## config.mk

```make
export PLATFORM = sky130hd
export DESIGN_NAME = sevenseg_scan_ctl
export DESIGN_NICKNAME = d
export VERILOG_FILES = /design/src/rtl/sevenseg_pkg.sv /design/src/rtl/sevenseg_ext.sv /design/src/rtl/sevenseg_scan_timer.sv /design/src/rtl/sevenseg_scan_ctl.sv
export SDC_FILE = /design/constraint.sdc
export NUM_CORES = 1
export LEC_CHECK = 0
export CELL_PAD_IN_SITES_DETAIL_PLACEMENT = 1
export CELL_PAD_IN_SITES_GLOBAL_PLACEMENT = 1
export CORE_MARGIN = 4
export CORE_UTILIZATION = 45
export CTS_CLUSTER_DIAMETER = 80
export DETAILED_ROUTE_END_ITERATION = 7
export HOLD_SLACK_MARGIN = 0.06
export PLACE_DENSITY_LB_ADDON = 0.1
export SLEW_MARGIN = 20
export SYNTH_ARGS = -nofsm -noshare
export SYNTH_HDL_FRONTEND = slang
export SYNTH_SLANG_ARGS = --single-unit
```

## constraint.sdc

```tcl
create_clock -name clk -period 14.58 [get_ports clk]
set_input_delay 1.458 -clock clk [delete_from_list [all_inputs] [get_ports clk]]
set_output_delay 1.458 -clock clk [all_outputs]
set_load 0.03 [all_outputs]
```

## src/rtl/sevenseg_pkg.sv

```systemverilog
// Shared types and helpers for the seven-segment scan controller.
// Holds PWM constants, the digit code type and the anode pattern function.
package sevenseg_pkg;

   localparam int PWM_STEPS = 16;
   localparam int PHASE_W   = 4;
   localparam int MAX_DIG   = 16;

   typedef logic [6:0]         digit_t;
   typedef logic [PHASE_W-1:0] phase_t;

   localparam logic [6:0] SEG_OFF = 7'h7F;

   // Active-low one-hot anode pattern; bits at or above ndig stay high.
   function automatic logic [MAX_DIG-1:0] onehot_n(
      input logic [3:0] idx,
      input int         ndig
   );
      logic [MAX_DIG-1:0] r;
      r = '1;
      for (int i = 0; i < MAX_DIG; i++) begin
         if (i < ndig && 4'(i) == idx) begin
            r[i] = 1'b0;
         end
      end
      return r;
   endfunction

endpackage

```

## src/rtl/sevenseg_ext.sv

```systemverilog
// Extended seven-segment decoder, active-low outputs (bit order gfedcba).
// Ports: code (digit_t) in; segs_n, dp_n out.
// code[3:0] hex glyph, code[4] blank glyph, code[5] minus sign, code[6] dp.
module sevenseg_ext
   import sevenseg_pkg::*;
(
   input  digit_t     code,
   output logic [6:0] segs_n,
   output logic       dp_n
);

   always_comb begin
      segs_n = SEG_OFF;
      dp_n   = ~code[6];
      if (code[4]) begin
         segs_n = SEG_OFF;
      end else if (code[5]) begin
         segs_n = 7'h3F;
      end else begin
         case (code[3:0])
            4'h0: segs_n = 7'h40;
            4'h1: segs_n = 7'h79;
            4'h2: segs_n = 7'h24;
            4'h3: segs_n = 7'h30;
            4'h4: segs_n = 7'h19;
            4'h5: segs_n = 7'h12;
            4'h6: segs_n = 7'h02;
            4'h7: segs_n = 7'h78;
            4'h8: segs_n = 7'h00;
            4'h9: segs_n = 7'h10;
            4'hA: segs_n = 7'h08;
            4'hB: segs_n = 7'h03;
            4'hC: segs_n = 7'h46;
            4'hD: segs_n = 7'h21;
            4'hE: segs_n = 7'h06;
            default: segs_n = 7'h0E;
         endcase
      end
   end

endmodule

```

## src/rtl/sevenseg_scan_timer.sv

```systemverilog
// Scan timing chain: prescaler -> PWM phase -> digit index -> blink frames.
// Ports: clk, rst in; phase, idx, frame_start, blink_ph out (all registered).
module sevenseg_scan_timer
   import sevenseg_pkg::*;
#(
   parameter int NDIG         = 8,
   parameter int SUB_DIV      = 6250,
   parameter int BLINK_FRAMES = 64,
   parameter int IDX_W        = $clog2(NDIG)
) (
   input  logic             clk,
   input  logic             rst,
   output phase_t           phase,
   output logic [IDX_W-1:0] idx,
   output logic             frame_start,
   output logic             blink_ph
);

   localparam int PRE_W = (SUB_DIV > 1) ? $clog2(SUB_DIV) : 1;
   localparam int BLK_W = (BLINK_FRAMES > 1) ? $clog2(BLINK_FRAMES) : 1;

   localparam logic [PRE_W-1:0] PRE_LAST = PRE_W'(SUB_DIV - 1);
   localparam logic [IDX_W-1:0] IDX_LAST = IDX_W'(NDIG - 1);
   localparam logic [BLK_W-1:0] BLK_LAST = BLK_W'(BLINK_FRAMES - 1);
   localparam phase_t           PH_LAST  = phase_t'(PWM_STEPS - 1);

   logic [PRE_W-1:0] presc;
   logic [BLK_W-1:0] fcnt;
   logic             sub_tick;
   logic             ph_wrap;
   logic             idx_wrap;

   assign sub_tick = (presc == PRE_LAST);
   assign ph_wrap  = sub_tick && (phase == PH_LAST);
   assign idx_wrap = ph_wrap && (idx == IDX_LAST);

   always_ff @(posedge clk or posedge rst) begin
      if (rst) begin
         presc       <= '0;
         phase       <= '0;
         idx         <= '0;
         fcnt        <= '0;
         blink_ph    <= 1'b0;
         frame_start <= 1'b0;
      end else begin
         presc <= sub_tick ? '0 : presc + 1'b1;
         if (sub_tick) begin
            phase <= phase + 1'b1;
         end
         if (ph_wrap) begin
            idx <= (idx == IDX_LAST) ? '0 : idx + 1'b1;
         end
         // Registered so the pulse lines up with the first idx = 0 cycle.
         frame_start <= idx_wrap;
         if (frame_start) begin
            if (fcnt == BLK_LAST) begin
               fcnt     <= '0;
               blink_ph <= ~blink_ph;
            end else begin
               fcnt <= fcnt + 1'b1;
            end
         end
      end
   end

endmodule

```

## src/rtl/sevenseg_scan_ctl.sv

```systemverilog
// Multi-digit seven-segment scan controller with double-buffered updates,
// PWM brightness, blink, blanking and a dark phase 0 against ghosting.
// Ports: clk, rst, d, dp_en, blank, blink, bright, load in;
//        segs_n, dp_n, an_n, frame_start out (all registered).
module sevenseg_scan_ctl
   import sevenseg_pkg::*;
#(
   parameter int NDIG         = 8,
   parameter int SUB_DIV      = 6250,
   parameter int BLINK_FRAMES = 64
) (
   input  logic              clk,
   input  logic              rst,
   input  logic [NDIG*7-1:0] d,
   input  logic [NDIG-1:0]   dp_en,
   input  logic [NDIG-1:0]   blank,
   input  logic [NDIG-1:0]   blink,
   input  logic [3:0]        bright,
   input  logic              load,
   output logic [6:0]        segs_n,
   output logic              dp_n,
   output logic [NDIG-1:0]   an_n,
   output logic              frame_start
);

   localparam int IDX_W = $clog2(NDIG);

   phase_t           phase;
   logic [IDX_W-1:0] idx;
   logic             blink_ph;

   sevenseg_scan_timer #(
      .NDIG         (NDIG),
      .SUB_DIV      (SUB_DIV),
      .BLINK_FRAMES (BLINK_FRAMES),
      .IDX_W        (IDX_W)
   ) u_timer (
      .clk         (clk),
      .rst         (rst),
      .phase       (phase),
      .idx         (idx),
      .frame_start (frame_start),
      .blink_ph    (blink_ph)
   );

   logic [NDIG*7-1:0] sh_d,     ac_d;
   logic [NDIG-1:0]   sh_dp,    ac_dp;
   logic [NDIG-1:0]   sh_blank, ac_blank;
   logic [NDIG-1:0]   sh_blink, ac_blink;
   logic [3:0]        sh_bright, ac_bright;

   // The swap reads the shadow before a same-cycle load lands in it,
   // so such a load waits for the following frame boundary.
   always_ff @(posedge clk or posedge rst) begin
      if (rst) begin
         sh_d      <= '0;
         sh_dp     <= '0;
         sh_blank  <= '1;
         sh_blink  <= '0;
         sh_bright <= 4'hF;
         ac_d      <= '0;
         ac_dp     <= '0;
         ac_blank  <= '1;
         ac_blink  <= '0;
         ac_bright <= 4'hF;
      end else begin
         if (frame_start) begin
            ac_d      <= sh_d;
            ac_dp     <= sh_dp;
            ac_blank  <= sh_blank;
            ac_blink  <= sh_blink;
            ac_bright <= sh_bright;
         end
         if (load) begin
            sh_d      <= d;
            sh_dp     <= dp_en;
            sh_blank  <= blank;
            sh_blink  <= blink;
            sh_bright <= bright;
         end
      end
   end

   digit_t     code;
   logic [6:0] dec_segs;
   logic       dec_dp;
   logic       lit;

   assign code = ac_d[7*int'(idx) +: 7];

   sevenseg_ext u_dec (
      .code   (code),
      .segs_n (dec_segs),
      .dp_n   (dec_dp)
   );

   // Phase 0 is never lit, so the anode handover always has a dark gap.
   assign lit = (phase != '0)
             && (phase <= ac_bright)
             && !ac_blank[idx]
             && !(ac_blink[idx] && blink_ph);

   always_ff @(posedge clk or posedge rst) begin
      if (rst) begin
         segs_n <= SEG_OFF;
         dp_n   <= 1'b1;
         an_n   <= '1;
      end else begin
         segs_n <= lit ? dec_segs : SEG_OFF;
         dp_n   <= lit ? (dec_dp & ~ac_dp[idx]) : 1'b1;
         an_n   <= lit ? NDIG'(onehot_n(4'(idx), NDIG)) : '1;
      end
   end

endmodule

```

* After elaboration in Yosys (flattened, before gate mapping)
Memories as Yosys holds them, arrays and structs flattened.
Cells that the tools add are included.
** Storage, ports and cells
- Bits of input ports :: 87
- Logic and storage cells :: 76
- Memories kept :: 1
- Bits in registers :: 212
- Memory bits (read-only) :: 112
- Output and inout port bits :: 17
** Cells by class
- $add $sub $neg :: 4
- Shift operators :: 1
- Order comparisons :: 2
- Multiplexer cells :: 22
- Bitwise operators :: 4
- Multiply operators :: 1
- Equality and inequality tests :: 11
- Reductions and logical operators :: 11
** Memory list
- (name not given) :: words 16, width 7, read ports 1, clocked after memory_dff 0, wr ports 0, RTL line sevenseg_ext.sv:20 : case (code[3:0])
** Operators by type and width (number)
- $shiftx 56x7->7 :: 1
- $mux 7 :: 3
- $add 13x1->13 const B :: 1
- $eq 13x13->1 const B :: 1
- $mux 13 :: 1
- $eq 3x3->1 const A :: 4
- $mux 1 :: 12
- $bmux 1 s3 :: 3
- $mux 8 :: 1
- $add 6x1->6 const B :: 1
- $eq 2x3->1 const A :: 2
- $eq 6x6->1 const B :: 1
- $logic_and 1x1->1 :: 6
- $mul 3x3->6 const A :: 1
- $mux 6 :: 1
- $add 4x1->4 const B :: 1
- $eq 4x4->1 const B :: 1
- $le 4x4->1 :: 1
- $lt 3x4->1 const B :: 1
- $reduce_bool 4->1 :: 1
- $add 3x1->3 const B :: 1
- $eq 1x3->1 const A :: 1
- $eq 3x3->1 const B :: 1
- $logic_not 3->1 :: 1
- 5 further kinds :: 8

* Depth between registers and ports, before layout
Gate-level depths: netlist of the first run.
- Depth in word-level cells :: 6
- Mapped depth :: 9

* By module
Synthesis of the first run repeated with hierarchy kept, for this count alone.
** Second synthesis, totals
- Cell total of the unflattened synthesis :: 624
- Area, all modules :: 9225.1 µm²
** Modules (own cells, without submodules)
- sevenseg_scan_ctl :: cells each 465, sequential area each 4654.5 µm², times used 1, area an instance 7559.8 µm²
- sevenseg_scan_timer :: cells each 117, sequential area each 700.7 µm², times used 1, area an instance 1353.8 µm²
- sevenseg_ext :: cells each 42, sequential area each 0.0 µm², times used 1, area an instance 311.5 µm²

* Worst setup path after synthesis of the first run
Ideal clock, no wire load.
- Path kind :: input -> register
- Start point :: input load
- End point :: register sh_blink[0]
- Library setup time :: 125 ps
- Slack :: 11999 ps
- Buffers on the path :: 2
- Stages on the path :: 3
- Data arrival time :: 2456 ps
- Path through :: clkbuf_1 clkbuf_1 mux2_2
** RTL lines
- start, declared :: RTL line sevenseg_scan_ctl.sv:19 : input logic load,
- end signal, assigned :: RTL line sevenseg_scan_ctl.sv:78 : sh_blink <= blink;
- end, declared :: RTL line sevenseg_scan_ctl.sv:49 : logic [NDIG-1:0] sh_blink, ac_blink;
No word-level cell between the ends.

* Worst setup path after layout of the first run
- Start point :: register u_timer.frame_start
- End point :: output frame_start
** RTL lines
- start, declared :: RTL line sevenseg_scan_timer.sv:15 : output logic frame_start,
- start signal, assigned :: RTL line sevenseg_scan_timer.sv:54 : frame_start <= idx_wrap;
- end, declared :: RTL line sevenseg_scan_ctl.sv:23 : output logic frame_start
No word-level cell between the ends.

==> metrics.md, run 1 <==
| Metric | Value |
|---|---|
| Initial antenna violation count | `0` |
| Post-layout util | `56.4%` |
| Worst-Margin Slew | `0.972 ns` |
| Syn_nets | `709` |
| Worst-path clk slew | `0.05 ns` |
| Placed cells | `945` |
| Fmax | `293 MHz` |
| Total die area | `22400 um^2` |
| Final slew viol count | `0` |
| Endpoints failing hold | `0` |
| Pleak | `4.89 nW` |
| Yosys reg bits | `212` |
| Sequential Area | `5360 um^2` |
| CP Capture Point | `frame_start` |
| Critical path buffers and inverters | `1` |
| Fill count | `1883` |
| H-tree depth | `1` |
| Mapped cell area | `9020 um^2` |
| Initial core utilization | `46.1%` |
| Worst R2R Setup Slack | `11.65 ns` |
| Dpl hpwl | `12500 um` |
| Port bufs | `103` |
| Crit path from | `u_timer.frame_start` |
| # IOs | `104` |
| Part of the power in combinational logic | `5.3%` |
| PnR worst setup slack | `11.16 ns` |
| Layout cells sized above 1 | `37.1%` |
| Rows | `51` |
| Hold depth | `1` |
| Top cell type's share of synthesized area | `47.7%` |
| Die width | `150 um` |
| CTS resizes | `0` |
| Diode count | `0` |
| First-pass GRT wire length | `31000 um` |
| Worst R2R End | `segs_n[6]` |
| Remaining DRCs | `0` |
| Worst hold path class | `reg -> reg` |
| Gpl congestion | `0.798` |
| Worst skew pair latency | `0.51 ns` |
| CP Launch Type | `flop` |
| Routed Antenna Nets | `0` |
| Starting DRC count in detailed routing | `182` |
| Status | `finished clean` |
| Required @ worst endpoint | `13.12 ns` |
| Crit path DAT | `1.96 ns` |
| CORE AREA | `19600 um^2` |
| Minimum clock period | `3.42 ns` |
| Max transition margin | `35.2%` |
| Yosys top cell by area | `dfrtp_1` |
| Hold_buf cts | `0` |
| Pin count of the biggest net entering global routing | `136` |
| Number of max-cap violations | `0` |
| Drt pass-1 iters | `5` |
| Design Power | `1.26 mW` |
| CP Depth | `1` |
| Unrepaired setup endpoints after global routing | `false` |
| Crit Path Category | `reg -> out` |
| Clock sinks | `212` |
| Sequential area share after synthesis | `59.3%` |
| Synth-to-Final Area Change | `22.5%` |
| NumNets Final | `815` |
| Crit path cell chain | `clkdlybuf4s50_1` |
| Crit path capture type | `output port` |
| Max incr delay on CP | `0.76 ns` |
| Routed wire length | `18600 um` |
| Worst path top cell family by delay | `buffers and inverters` |
| Peak supply drop | `67.5 uV` |
| Post-CTS setup buffer count | `0` |
| Clk_skew | `0.0142 ns` |
| Root Buffer | `clkbuf_16` |
| Fin crit share | `23.4%` |
| WL per Instance | `18.8 um` |
| Syn Area/Cell | `15.0 um^2` |
| EDFF count, synth | `0` |
| Internal | `0.992 mW` |
| Setup TNS | `0 ns` |
| Remaining global-route overflow | `0` |
| Seq pwr share | `50.0%` |
| Vias per std cell | `5.17` |
| Switch Pwr | `0.264 mW` |
| R2R depth | `8` |
| CTS tree | `built` |
| Clock power share | `44.7%` |
| DR vias | `5112` |
| Synth Warn # | `0` |
| Total GRT Usage | `17.1%` |
| Origin of the critical flop-to-flop path | `u_timer.idx[1]` |
| Pre-CTS WS | `10.74 ns` |
| Final std cells w/o fill | `988` |
| Die height | `150 um` |
| Ranking of synthesized cells by area | `dfrtp_1 (48%), mux2_2 (21%), dfstp_2 (12%)` |
| Total CTS buffers | `24` |
| Top FF cell, synth | `dfrtp_1` |
| Unique masters post-synth | `46` |
| Mapped Cells | `600` |
| Area of the multi-input gates | `3490 um^2` |
| Async SR Flop Fraction | `100%` |
| Vias in the first global route | `5954` |
| CTS Buffer Depth | `3` |
| Crit-path slowest cell | `clkdlybuf4s50_1` |
| PwrDens | `114 nW/um^2` |
| Critical Path Fanout Max | `29` |
| Setup violators final | `0` |
| Switching portion of total power | `21.0%` |
## metal layers
layer | GRT usage, % | vias to the layer above | share of wire, %
li1 | - | 2349 | -
met1 | 21.8 | 2651 | 43
met2 | 30.3 | 88 | 52
met3 | 3.15 | 24 | 3.6
met4 | 3.84 | 0 | 1.6
met5 | 0 | - | 0
## logic make-up (layout without fill, tap and decap cells)
group | Yosys count | after routing | share of synthesized area [%]
DFF | 212 | 212 | 59.3
muxes | 199 | 199 | 27.5
and+or+nand+nor | 82 | 82 | 4.53
buffers and inverters | 41 | 164 | 2.00
AOI/OAI and AO/OA | 25 | 25 | 1.79
adders and majority gates | 22 | 22 | 3.05
xor gates and xnor gates | 19 | 19 | 1.84
## layout make-up
| class | count | area share [%] |
|---|---|---|
| Multi-Input combinational cell | 347 | 31.6 |
| Inverter | 14 | 0.543 |
| Clock buffer | 40 | 6.52 |
| Tap cell | 265 | 3.00 |
| Sequential cell | 212 | 48.5 |
| Timing Repair Buffer | 107 | 9.61 |
| Clock inverter | 3 | 0.272 |
## state kept, by name, summed over array words and instances, names as in the netlist, 6 cells and up
register / count
ac_d: 56
sh_d: 56
u_timer.presc: 13
ac_blank: 8
ac_blink: 8
ac_dp: 8
an_n: 8
sh_blank: 8
sh_blink: 8
sh_dp: 8
segs_n: 7
u_timer.fcnt: 6
## Yosys cell counts, types with 2 or more instances
library cell,number
inv_2,2
mux4_1,6
buf_6,3
xnor2_1,12
clkbuf_1,22
nor4b_1,2
nand2b_1,2
nand3_1,15
dfstp_2,40
mux2_2,168
nor2_1,20
nor3_1,5
inv_1,12
mux2_1,2
nand4_1,5
mux2i_1,9
xor2_1,7
mux2i_4,3
a21oi_1,6
mux4_2,11
o211ai_1,2
and3_1,2
o21ai_0,7
dfrtp_1,172
o221ai_1,2
ha_1,22
nand2_1,22
## power by group through the flow
stage	registers, mW	logic (mW)	clock network, mW
3_5_place_dp	0.639	0.0677	0
5_1_grt	0.631	0.0731	0.606
6_report	0.628	0.0662	0.562
2_1_floorplan	0.632	0.0366	0
4_1_cts	0.628	0.0684	0.580
3_3_place_gp	0.637	0.0652	0
## cells in the final DEF (no fill, tap or decap), types with 2 or more instances in the layout
master           instances
a21oi_1                  6
and3_1                   2
buf_4                    4
clkbuf_1                10
clkbuf_16               24
clkbuf_8                 6
clkdlybuf4s50_1        102
dfrtp_1                171
dfstp_2                 40
ha_1                    22
inv_1                   11
inv_2                    2
mux2_1                   2
mux2_2                 168
mux2i_1                  9
mux2i_4                  3
mux4_1                   6
mux4_2                  11
nand2_1                 22
nand2b_1                 2
nand3_1                 15
nand4_1                  5
nor2_1                  20
nor3_1                   5
nor4b_1                  2
o211ai_1                 2
o21ai_0                  7
o221ai_1                 2
xnor2_1                 12
xor2_1                   7
## worst min-delay path by stage
stage                     startpoint               end  slack [ns]
finish              u_timer.blink_ph  u_timer.blink_ph        0.48
floorplan           u_timer.blink_ph  u_timer.blink_ph        0.44
CTS                  u_timer.fcnt[4]   u_timer.fcnt[4]        0.48
global placement     u_timer.fcnt[5]   u_timer.fcnt[5]        0.46
global route        u_timer.blink_ph  u_timer.blink_ph        0.51
detailed placement   u_timer.fcnt[4]   u_timer.fcnt[4]        0.47
## metrics by stage
| step | hold WS, ns | area [um^2] |
|---|---|---|
| 6_report | 0.477 | 11100 |
| 5_1_grt | 0.505 | 11100 |
| 2_1_floorplan | 0.436 | 9020 |
| 3_3_place_gp | 0.461 | 10300 |
| 4_1_cts | 0.483 | 11000 |
| 3_5_place_dp | 0.471 | 10300 |
Note: power is estimated with default switching activity, not from simulation.
==> inputs of run 2 (changes only) <==
--- a/config.mk
+++ b/config.mk
@@ -8,7 +8,7 @@
 export CELL_PAD_IN_SITES_DETAIL_PLACEMENT = 1
 export CELL_PAD_IN_SITES_GLOBAL_PLACEMENT = 1
 export CORE_MARGIN = 4
-export CORE_UTILIZATION = 45
+export CORE_UTILIZATION = 42
 export CTS_CLUSTER_DIAMETER = 80
 export DETAILED_ROUTE_END_ITERATION = 7
 export HOLD_SLACK_MARGIN = 0.06
==> constraint.sdc (replaced) <==
create_clock -name clk -period 3.05 [get_ports clk]
set_input_delay 0.305 -clock clk [delete_from_list [all_inputs] [get_ports clk]]
set_output_delay 0.305 -clock clk [all_outputs]
set_load 0.03 [all_outputs]
==> metrics.md, run 2 (synthesis gave the netlist of run 1 again) <==
| Metric | Value |
|---|---|
| Total GRT Usage | `16.7%` |
| Setup TNS | `0 ns` |
| H-tree depth | `1` |
| Routed wire length | `19600 um` |
| Crit path DAT | `2.97 ns` |
| CP Depth | `7` |
| Port bufs | `103` |
| Dpl hpwl | `13700 um` |
| NumNets Final | `822` |
| Synth-to-Final Area Change | `24.6%` |
| Initial core utilization | `42.8%` |
| Crit path cell chain | `mux4_2, mux2i_1, inv_1, ha_1, mux2_1, nand3_1, o2111ai_1` |
| Regs by FF count | `ac_d (56), sh_d (56), u_timer.presc (13)` |
| Critical Path Fanout Max | `7` |
| Root Buffer | `clkbuf_16` |
| Clock sinks | `212` |
| Max transition margin | `54.7%` |
| Most common cell after layout, fill and taps aside | `dfrtp_1` |
| Minimum clock period | `2.55 ns` |
| Fin crit share | `83.7%` |
| Clk_skew | `0.0170 ns` |
| Rows | `53` |
| Crit path capture type | `flop` |
| Pleak | `4.98 nW` |
| Number of max-cap violations | `0` |
| Pin count of the biggest net entering global routing | `95` |
| Vias per std cell | `5.16` |
| CORE AREA | `21100 um^2` |
| PwrDens | `557 nW/um^2` |
| Diode count | `0` |
| Worst skew pair latency | `0.53 ns` |
| Post-CTS setup buffer count | `0` |
| Initial antenna violation count | `0` |
| Remaining DRCs | `0` |
| Gpl congestion | `0.777` |
| Endpoints failing hold | `0` |
| Crit Path Category | `reg -> reg` |
| Worst-Margin Slew | `0.680 ns` |
| CP Launch Type | `flop` |
| Die width | `155 um` |
| Starting DRC count in detailed routing | `174` |
| Total die area | `23900 um^2` |
| Setup violators final | `0` |
| Worst path top cell family by delay | `multiplexers` |
| Drt pass-1 iters | `4` |
| Critical path buffers and inverters | `1` |
| CTS tree | `built` |
| First-pass GRT wire length | `32300 um` |
| Post-layout util | `53.3%` |
| Vias in the first global route | `5961` |
| Fmax | `392 MHz` |
| Remaining global-route overflow | `0` |
| R2R depth | `7` |
| Peak supply drop | `388 uV` |
| Max incr delay on CP | `0.56 ns` |
| Worst-path clk slew | `0.06 ns` |
| Required @ worst endpoint | `3.47 ns` |
| Status | `finished clean` |
| DR vias | `5193` |
| Design Power | `6.26 mW` |
| Routed Antenna Nets | `0` |
| Hold depth | `2` |
| Crit-path slowest cell | `dfrtp_1` |
| Unrepaired setup endpoints after global routing | `false` |
| Final slew viol count | `0` |
| Layout cells sized above 1 | `38.2%` |
| # IOs | `104` |
| Total CTS buffers | `24` |
| WL per Instance | `19.5 um` |
| CTS Buffer Depth | `3` |
| Most frequent cells in the layout | `dfrtp_1 (171), mux2_2 (168), clkdlybuf4s50_1 (102)` |
| Die height | `155 um` |
| Worst hold path class | `in -> reg` |
==> run 2: final timing paths <==
path / to / slack [ns] / from
setup / recovery: segs_n[6] / 0.50 / u_timer.idx[1]
hold / removal: sh_dp[6] / 0.36 / load
setup reg to reg: segs_n[6] / 0.50 / u_timer.idx[1]
hold reg to reg: u_timer.blink_ph / 0.47 / u_timer.blink_ph
max in group asynchronous: ac_d[34] / 1.52 / rst
min in group asynchronous: sh_d[24] / 0.63 / rst
==> run 2: routing by layer <==
layer	vias up	track usage (%)	wire, um
met1	2704	22.1	8320
met5	-	0	0
li1	2362	-	-
met3	32	3.02	690
met2	95	28.9	10100
met4	0	3.83	435
==> run 2: stage by stage <==
stage               std cells  hold WS [ns]  setup WS, ns  instance area [um^2]
floorplan                 600         0.436        0.0215                  9030
global placement          960         0.457         0.596                 10400
detailed placement        960         0.467         0.477                 10400
CTS                      1005         0.362         0.469                 11200
global route             1006         0.367         0.281                 11200
finish                   1006         0.363         0.497                 11200
==> run 2: layout make-up <==
type	instances	area (um^2)
inverters	14	56.3
clock inverters	7	110
flip-flops and latches	212	5360
repair buffers	114	1170
clock buffers	37	719
fillers	2027	9840
well taps	275	344
multi-input cells	347	3490
==> run 2: what timing repair did <==
action	in CTS	in global routing
hold buffers	1	0
endpoints found under the hold margin	3	0
gates resized for setup	0	0
==> run 2: report_power, final <==
part           total [mW]  internal, mW  switching (mW)
sequential           3.00          2.94          0.0636
clock                2.93          1.80            1.13
combinational       0.327         0.205           0.122
total                6.26          4.94            1.32
==> run 2: worst reg2reg max path, stage by stage (launching register included) <==
cell and delay [ns]:
dfrtp_1 0.56, mux4_2 0.55, mux2i_1 0.41, inv_1 0.20, ha_1 0.24, mux2_1 0.27
nand3_1 0.08, o2111ai_1 0.12
==> inputs of run 3 (changes only) <==
--- a/config.mk
+++ b/config.mk
@@ -8,7 +8,7 @@
 export CELL_PAD_IN_SITES_DETAIL_PLACEMENT = 1
 export CELL_PAD_IN_SITES_GLOBAL_PLACEMENT = 1
 export CORE_MARGIN = 4
-export CORE_UTILIZATION = 42
+export CORE_UTILIZATION = 45
 export CTS_CLUSTER_DIAMETER = 80
 export DETAILED_ROUTE_END_ITERATION = 7
 export HOLD_SLACK_MARGIN = 0.06
==> constraint.sdc (replaced) <==
create_clock -name clk -period 2.4 [get_ports clk]
set_input_delay 0.24 -clock clk [delete_from_list [all_inputs] [get_ports clk]]
set_output_delay 0.24 -clock clk [all_outputs]
set_load 0.03 [all_outputs]
==> metrics.md, run 3 (synthesis gave the netlist of run 1 again) <==
| Metric | Value |
|---|---|
| Status | `finished clean` |
| Crit-path slowest cell | `dfstp_2` |
| M3 GR Usage | `3.30%` |
| Vias in the first global route | `5996` |
| Worst-path clk slew | `0.06 ns` |
| Die height | `150 um` |
| Worst skew pair latency | `0.50 ns` |
| Endpoints failing hold | `0` |
| Remaining global-route overflow | `0` |
| Remaining DRCs | `0` |
| Fmax | `437 MHz` |
| Die width | `150 um` |
| Post-layout util | `57.6%` |
| CTS Buffer Depth | `3` |
| Pin count of the biggest net entering global routing | `94` |
| Initial core utilization | `46.1%` |
| Crit path DAT | `2.68 ns` |
| Fin crit share | `95.3%` |
| Crit path capture type | `flop` |
| # IOs | `104` |
| H-tree depth | `1` |
| Total die area | `22400 um^2` |
| Required @ worst endpoint | `2.80 ns` |
| Hold_buf cts | `0` |
| Setup violators final | `0` |
| Crit path cell chain | `inv_1, ha_1, nor2b_1, a2111oi_1, o211ai_2, nor2_2, o2111ai_1` |
| CP Launch Type | `flop` |
| Most Crowded Layer GR | `met2` |
| Diode count | `0` |
| Routed wire length | `19800 um` |
| NumNets Final | `837` |
| Synth-to-Final Area Change | `25.1%` |
| Rows | `51` |
| First-pass GRT wire length | `32700 um` |
| Critical Path Fanout Max | `10` |
| WL per Instance | `19.6 um` |
| Port bufs | `103` |
| PwrDens | `677 nW/um^2` |
| CORE AREA | `19600 um^2` |
| Clock sinks | `212` |
| Peak supply drop | `566 uV` |
| Post-placement cell area | `10600 um^2` |
| Max transition margin | `55.7%` |
| Root Buffer | `clkbuf_16` |
| Unrepaired setup endpoints after global routing | `false` |
| PnR worst setup slack | `0.114 ns` |
| Number of max-cap violations | `0` |
| Dpl hpwl | `14400 um` |
| Vias per std cell | `5.21` |
| Most common cell after layout, fill and taps aside | `dfrtp_1` |
| Starting DRC count in detailed routing | `125` |
| Minimum clock period | `2.29 ns` |
| Total GRT Usage | `18.3%` |
| Worst-Margin Slew | `0.663 ns` |
| Routing usage on met1 | `23.8%` |
| Final slew viol count | `0` |
| Setup TNS | `0 ns` |
| Met2 GRT Util | `32.4%` |
| Layout cells sized above 1 | `39.3%` |
| Regs by FF count | `ac_d (56), sh_d (56), u_timer.presc (13)` |
| Drt pass-1 iters | `4` |
| Worst hold path class | `in -> reg` |
| Most frequent cells in the layout | `dfrtp_1 (170), mux2_2 (168), clkdlybuf4s50_1 (102)` |
| Post-CTS setup buffer count | `0` |
| Final hold slack | `0.173 ns` |
| Initial antenna violation count | `0` |
| Final instance area | `11300 um^2` |
| Max incr delay on CP | `0.52 ns` |
| Clk_skew | `0.0119 ns` |
| Total CTS buffers | `23` |
| Gpl congestion | `0.781` |
| Pre-CTS WS | `0.0230 ns` |
| Crit Path Category | `reg -> reg` |
| Pleak | `5.02 nW` |
| CTS tree | `built` |
| DR vias | `5262` |
| Routed Antenna Nets | `0` |
==> run 3: final timing paths <==
path                                       start  depth (start not counted)                to  slack [ns]
worst min-delay path                        load                          2          sh_d[42]        0.17
min in group asynchronous                    rst                          2          ac_dp[4]        0.19
worst max register to register      ac_bright[1]                          7         segs_n[6]        0.11
max in group asynchronous                    rst                          3      ac_bright[2]        1.53
worst max-delay path                ac_bright[1]                          7         segs_n[6]        0.11
worst min register to register  u_timer.blink_ph                          1  u_timer.blink_ph        0.47
==> run 3: worst max-delay path, delay by kind of cell, from the launching register on <==
family / cells / cell delay, ns
AOI/OAI and AO/OA: 3 / 0.79
DFF: 1 / 0.52
and+or+nand+nor: 2 / 0.52
adders and majority gates: 1 / 0.30
buffers and inverters: 1 / 0.05
==> run 3: per-stage QoR <==
step | cells | total power, mW
after detailed placement | 968 | 4.32
after global placement | 968 | 4.30
after floorplan | 600 | 4.06
final | 1010 | 7.65
after CTS | 1010 | 7.77
after global routing | 1010 | 7.96
==> run 3: area by class of cell <==
cell class                 count  area [um^2]
sequential                   212         5360
inverter                      14         56.3
tap                          265          332
timing repair buffer         130         1320
clock inverter                 6         58.8
clock buffer                  36          674
multi-input combinational    347         3490
fill                        1877         8300
==> run 3: metal layers <==
layer	wire [um]	share of wire, %	vias up
met5	0	0	-
met2	10400	53	93
li1	-	-	2398
met3	760	3.8	29
met1	8260	42	2742
met4	321	1.6	0
==> run 3: repair_timing <==
action / 4_1_cts / 5_1_grt
endpoints found under the setup margin: 0 / 8
hold endpoints to repair: 0 / 0
gates resized for setup: 0 / 2
==> run 3: power by group <==
group	internal, mW	total, mW	switching [mW]
clock network	2.04	3.40	1.36
logic	0.272	0.433	0.161
registers	3.74	3.82	0.0831
==> edit 1 (config.mk and constraints of run 2) <==
Register the output `frame_start`, with the module's reset; this adds one clock of latency there. The other outputs are not delayed to match. Comments in the files are not updated.
--- a/src/rtl/sevenseg_scan_ctl.sv
+++ b/src/rtl/sevenseg_scan_ctl.sv
@@ -25,6 +25,8 @@
 
    localparam int IDX_W = $clog2(NDIG);
 
+   logic frame_start_d;
+
    phase_t           phase;
    logic [IDX_W-1:0] idx;
    logic             blink_ph;
@@ -39,7 +41,7 @@
       .rst         (rst),
       .phase       (phase),
       .idx         (idx),
-      .frame_start (frame_start),
+      .frame_start (frame_start_d),
       .blink_ph    (blink_ph)
    );
 
@@ -64,7 +66,7 @@
          ac_blink  <= '0;
          ac_bright <= 4'hF;
       end else begin
-         if (frame_start) begin
+         if (frame_start_d) begin
             ac_d      <= sh_d;
             ac_dp     <= sh_dp;
             ac_blank  <= sh_blank;
@@ -112,5 +114,13 @@
       end
    end
 
+   always_ff @(posedge clk or posedge rst) begin
+      if (rst) begin
+         frame_start <= '0;
+      end else begin
+         frame_start <= frame_start_d;
+      end
+   end
+
 endmodule
 
Function: no difference found for any inputs over 10 cycles, from zero or initial values and one cycle with rst high; that may be too few to reach the edited logic, so the function may still have changed.
==> edit 1 against run 2 <==
  * Synthesized area rose by 0.28%
  * Critical endpoint unchanged
  * First-iteration DRC count fell by 33%
  * Non-clock buffer count rose by 3
  * Largest cell class unchanged
  * Global-route usage fell by 0.25 points
  * Sequential cell count rose by 1
  * Power fell by 2.9%
  * Worst setup slack improved by 0.058 ns
  * Routed wire length fell by 2.4%
  * Final area barely moved
  * Largest power group unchanged
==> edit 1: results (changes against run 2) <==
stage,metric,value,unit,change
yosys,top post-synthesis cells by area,"dfrtp_1, mux2_2, dfstp_2",,unchanged
clock_tree,Clock Path Buffers,3,,unchanged
global_routing,first-pass GRT wire length,32000,um,"was 32,250 um"
power,Peak VDD IR,0.0003266,V,was 0.0003885 V
run_status,status,finished clean,,unchanged
route,"antenna viol nets, final",0,,unchanged
clock_tree,H-tree depth,1,,unchanged
clock_tree,worst skew pair latency,0.50,ns,was 0.53 ns
route,First-pass DRT Iterations,4,,unchanged
clock_tree,total CTS buffers,23,,was 24
global_routing,gr usage total,16.47,%,was 16.72%
setup_path,CP Data Arrival Time,2.88,ns,was 2.97 ns
finish,fillers,2015,,"was 2,027"
global_routing,initial antenna violation count,0,,unchanged
yosys,net count after synthesis,710,,was 709
global_routing,largest net degree at the start of global routing,56,,was 95
sta,Relative slew margins,41.26,%,was 54.69%
finish,layout cell share with drive strength beyond 1,38.44,%,was 38.17%
route,Initial DRC Count,116,,was 174
clock_tree,Clock transition at path regs,0.06,ns,about the same
clock_tree,postcts setup bufs,0,,unchanged
placement,port buffer count,103,,unchanged
hold_path,Worst Hold Class,in2async,,was in2reg
yosys,"Seq/Total Area, Yosys",59.45,%,was 59.34%
clock_tree,post-cts resize count,0,,unchanged
placement,DP HPWL,13800,um,"was 13,650 um"
power,leak pwr,4.987,nW,was 4.981 nW
yosys,Post-synth ARST share,100.0,%,unchanged
route,Vias/cell,5.170,,was 5.162
placement,pre-CTS WS,0.5376,ns,was 0.4771 ns
yosys,synthesis warning total,0,,unchanged
finish,biggest regs,"ac_d: 56 flops, sh_d: 56 flops, u_timer.presc: 13 flops",,unchanged
setup_path,top fanout value on the critical path,13,,was 7
clock_tree,root buf cell,clkbuf_16,,unchanged
finish,Layout Nets,825,,was 822
placement,gpl congestion,0.7587,,was 0.7766
finish,Ant. Diodes,0,,unchanged
sta,Slew Limit Fails,0,,unchanged
yosys,library cells used by synthesis,46,,unchanged
route,final WL,19100,um,"was 19,570 um"
sta,clk_skew,0.01052,ns,was 0.01701 ns
global_routing,vias in the first global route,5858,,"was 5,961"
yosys,Synth top cells by count,"dfrtp_1, mux2_2, dfstp_2",,unchanged
[edit 1: metrics by stage]
stage	hold WS [ns]	instance area [um^2]	instances
6_report	0.3503	11250	1006
5_1_grt	0.3881	11250	1006
4_1_cts	0.3515	11250	1006
3_5_place_dp	0.4747	10500	966
3_3_place_gp	0.4625	10500	966
2_1_floorplan	0.3888	9054	601
[edit 1: logic make-up after synthesis]
kind of cell / Yosys count / synth area share [%]
AOI/OAI and AO/OA: 25 / 1.784
xor gates and xnor gates: 19 / 1.839
adders and majority gates: 22 / 3.042
buffers and inverters: 41 / 1.991
DFF: 213 / 59.45
muxes: 199 / 27.37
and+or+nand+nor: 82 / 4.521
[edit 1: area by class of cell]
cell class	instances	share of cell area (%)
clock inverters	6	0.4784
repair buffers	117	10.86
clock buffers	34	6.197
flip-flops and latches	213	47.87
multi-input cells	347	31.03
well taps	275	3.060
inverters	14	0.5007
[edit 1: power by group]
part | internal, mW | switching, mW | total [mW]
Sequential | 2.95 | 0.0653 | 3.02
Clock | 1.65 | 1.07 | 2.73
Combinational | 0.212 | 0.124 | 0.337
Total | 4.82 | 1.26 | 6.08
[edit 1: path summary, 6_finish.rpt]
path	from	endpoint	slack, ns	cells after the start
setup / recovery	u_timer.idx[2]$_DFFE_PP0N_	segs_n[6]$_DFF_PP1_	0.56	7
hold / removal	rst	ac_d[16]$_DFFE_PP0P_	0.35	2
setup reg to reg	u_timer.idx[2]$_DFFE_PP0N_	segs_n[6]$_DFF_PP1_	0.56	7
hold reg to reg	u_timer.blink_ph$_DFFE_PP0P_	u_timer.blink_ph$_DFFE_PP0P_	0.48	1
max in group asynchronous	rst	ac_bright[2]$_DFFE_PP1P_	1.90	3
min in group clk	load	sh_dp[4]$_DFFE_PP0P_	0.39	2
[edit 1: metal layers]
metal	track usage, %	routed length, um
met4	3.322	343
met3	2.602	653
met5	0	0
met2	27.77	9526
met1	22.80	8580
[edit 1: critical path, stage by stage (launching register included)]
cell,delay [ns]
dfrtp_1,0.69
mux4_2,0.38
mux2i_1,0.38
inv_1,0.19
ha_1,0.24
mux2_1,0.28
nand3_1,0.09
o2111ai_1,0.14
==> edit 2 (flow settings as in run 2) <==
Without the edit above. `PHASE_W`: 4 -> 6.
--- a/src/rtl/sevenseg_pkg.sv
+++ b/src/rtl/sevenseg_pkg.sv
@@ -3,7 +3,7 @@
 package sevenseg_pkg;
 
    localparam int PWM_STEPS = 16;
-   localparam int PHASE_W   = 4;
+   localparam int PHASE_W   = 6;
    localparam int MAX_DIG   = 16;
 
    typedef logic [6:0]         digit_t;
Behaviour: same outputs for any inputs over 10 cycles, from zero or initial values and one cycle with rst high; that may be too few to reach the edited logic, so the function may still have changed.
==> edit 2 against run 2 <==
  * Fmax is 1.1% lower
  * Worst hold slack worse by 0.053 ns
  * Non-clock buffer count stayed put
  * Synthesized cell count is 1.8% higher
  * Sequential cell count is 2 higher
  * Synthesized area is 0.39% higher
  * Sequential share of layout area is 0.068 points higher
  * Combinational power is 2% lower
  * Utilization is 0.42 points higher
  * Worst setup slack worse by 0.029 ns
  * Routed wire length is 0.54% lower
  * Largest power group is now the clock network
  * Final area is 0.79% higher
  * Power is 4.9% higher
==> edit 2: results (changes against run 2) <==
stage,metric,value,unit,change
sta,Relative slew margins,47.07,%,was 54.69%
clock_tree,H-tree depth,1,,unchanged
setup_path,"CP delay by family, top",flip-flops,,was multiplexers
yosys,Post-synth ARST share,100.0,%,unchanged
clock_tree,root buf cell,clkbuf_16,,unchanged
setup_path,Critical Path Slowest Stage Cell,dfrtp_1,,unchanged
finish,Layout Cells excl Fill,1017,,"was 1,006"
yosys,synthesis warning total,0,,unchanged
route,final WL,19470,um,"was 19,570 um"
yosys,top post-synthesis cells by area,"dfrtp_1, mux2_2, dfstp_2",,unchanged
finish,biggest regs,"ac_d: 56 flops, sh_d: 56 flops, u_timer.presc: 13 flops",,unchanged
global_routing,gr usage total,16.71,%,was 16.72%
yosys,Synth top cells by count,"dfrtp_1, mux2_2, dfstp_2",,unchanged
setup_path,reg2reg setup slack,0.47,ns,was 0.50 ns
hold_path,Worst Hold Class,in2async,,was in2reg
clock_tree,post-cts resize count,0,,unchanged
global_routing,vias in the first global route,5995,,"was 5,961"
placement,DP Area,10430,um^2,"was 10,380 um^2"
power,leak pwr,4.967,nW,was 4.981 nW
setup_path,RR Startpoint,u_timer.idx[1]$_DFFE_PP0P_,,was u_timer.idx[1]$_DFFE_PP0N_
finish,layout cell share with drive strength beyond 1,38.68,%,was 38.17%
yosys,"Seq/Total Area, Yosys",59.66,%,was 59.34%
setup_path,"slowest stage delay, CP",0.73,ns,was 0.56 ns
yosys,synthesized instance count,611,,was 600
finish,Ant. Diodes,0,,unchanged
finish,Layout Nets,831,,was 822
setup_path,CP Data Arrival Time,3.01,ns,was 2.97 ns
route,Vias/cell,5.153,,was 5.162
sta,hold_ws,0.3100,ns,was 0.3634 ns
placement,DP HPWL,13580,um,"was 13,650 um"
clock_tree,Clock transition at path regs,0.06,ns,about the same
global_routing,first-pass GRT wire length,32490,um,"was 32,250 um"
run_status,status,finished clean,,unchanged
clock_tree,total CTS buffers,24,,unchanged
setup_path,top fanout value on the critical path,11,,was 7
yosys,library cells used by synthesis,46,,unchanged
global_routing,initial antenna violation count,0,,unchanged
route,Initial DRC Count,192,,was 174
setup_path,reg2reg end,segs_n[3]$_DFF_PP1_,,was segs_n[6]$_DFF_PP1_
global_routing,largest net degree at the start of global routing,128,,was 95
placement,pre-CTS WS,0.2933,ns,was 0.4771 ns
sta,clk_skew,0.01300,ns,was 0.01701 ns
clock_tree,Clock Path Buffers,3,,unchanged
placement,dpl cells,973,,was 960
clock_tree,worst skew pair latency,0.51,ns,was 0.53 ns
placement,gpl congestion,0.7774,,was 0.7766
yosys,net count after synthesis,718,,was 709
power,Peak VDD IR,0.0003880,V,was 0.0003885 V
clock_tree,postcts setup bufs,0,,unchanged
route,First-pass DRT Iterations,4,,unchanged
==> edit 2: logic make-up (layout without fill, tap and decap cells) <==
kind of cell	Yosys count	after routing	share of synthesized area [%]
muxes	195	195	26.41
DFF	214	214	59.66
adders and majority gates	20	20	2.762
xor gates and xnor gates	21	21	2.030
and+or+nand+nor	92	92	5.303
AOI/OAI and AO/OA	27	27	1.934
buffers and inverters	42	173	1.906
==> edit 2: cell type report <==
class                      instances  area [um^2]
clock buffer                      34        699.4
clock inverter                    10        200.2
fill                            2040         9749
inverter                          15        60.06
multi-input combinational        355         3486
sequential                       214         5409
tap                              275        344.1
timing repair buffer             114         1140
==> edit 2: power by group <==
part | switching [mW] | internal (mW)
logic | 0.120 | 0.200
clock network | 1.12 | 2.10
registers | 0.0637 | 2.97
==> edit 2: worst max-delay path by stage <==
| stage | startpoint | to | slack [ns] | cells past startpoint |
|---|---|---|---|---|
| finish | u_timer.idx[1]$_DFFE_PP0P_ | segs_n[3]$_DFF_PP1_ | 0.47 | 7 |
| CTS | u_timer.idx[1]$_DFFE_PP0P_ | segs_n[3]$_DFF_PP1_ | 0.26 | 7 |
| detailed placement | u_timer.idx[1]$_DFFE_PP0P_ | segs_n[3]$_DFF_PP1_ | 0.29 | 7 |
| floorplan | rst | ac_blink[0]$_DFFE_PP0P_ | -0.006 | 1 |
| global placement | u_timer.idx[1]$_DFFE_PP0P_ | segs_n[3]$_DFF_PP1_ | 0.49 | 7 |
| global route | u_timer.idx[1]$_DFFE_PP0P_ | segs_n[3]$_DFF_PP1_ | 0.12 | 7 |
==> edit 2: layer usage <==
layer  track usage [%]  wire (um)
met5                 0          0
met4             4.794        457
met3             2.698        736
met2             27.94       9673
met1             22.70       8598
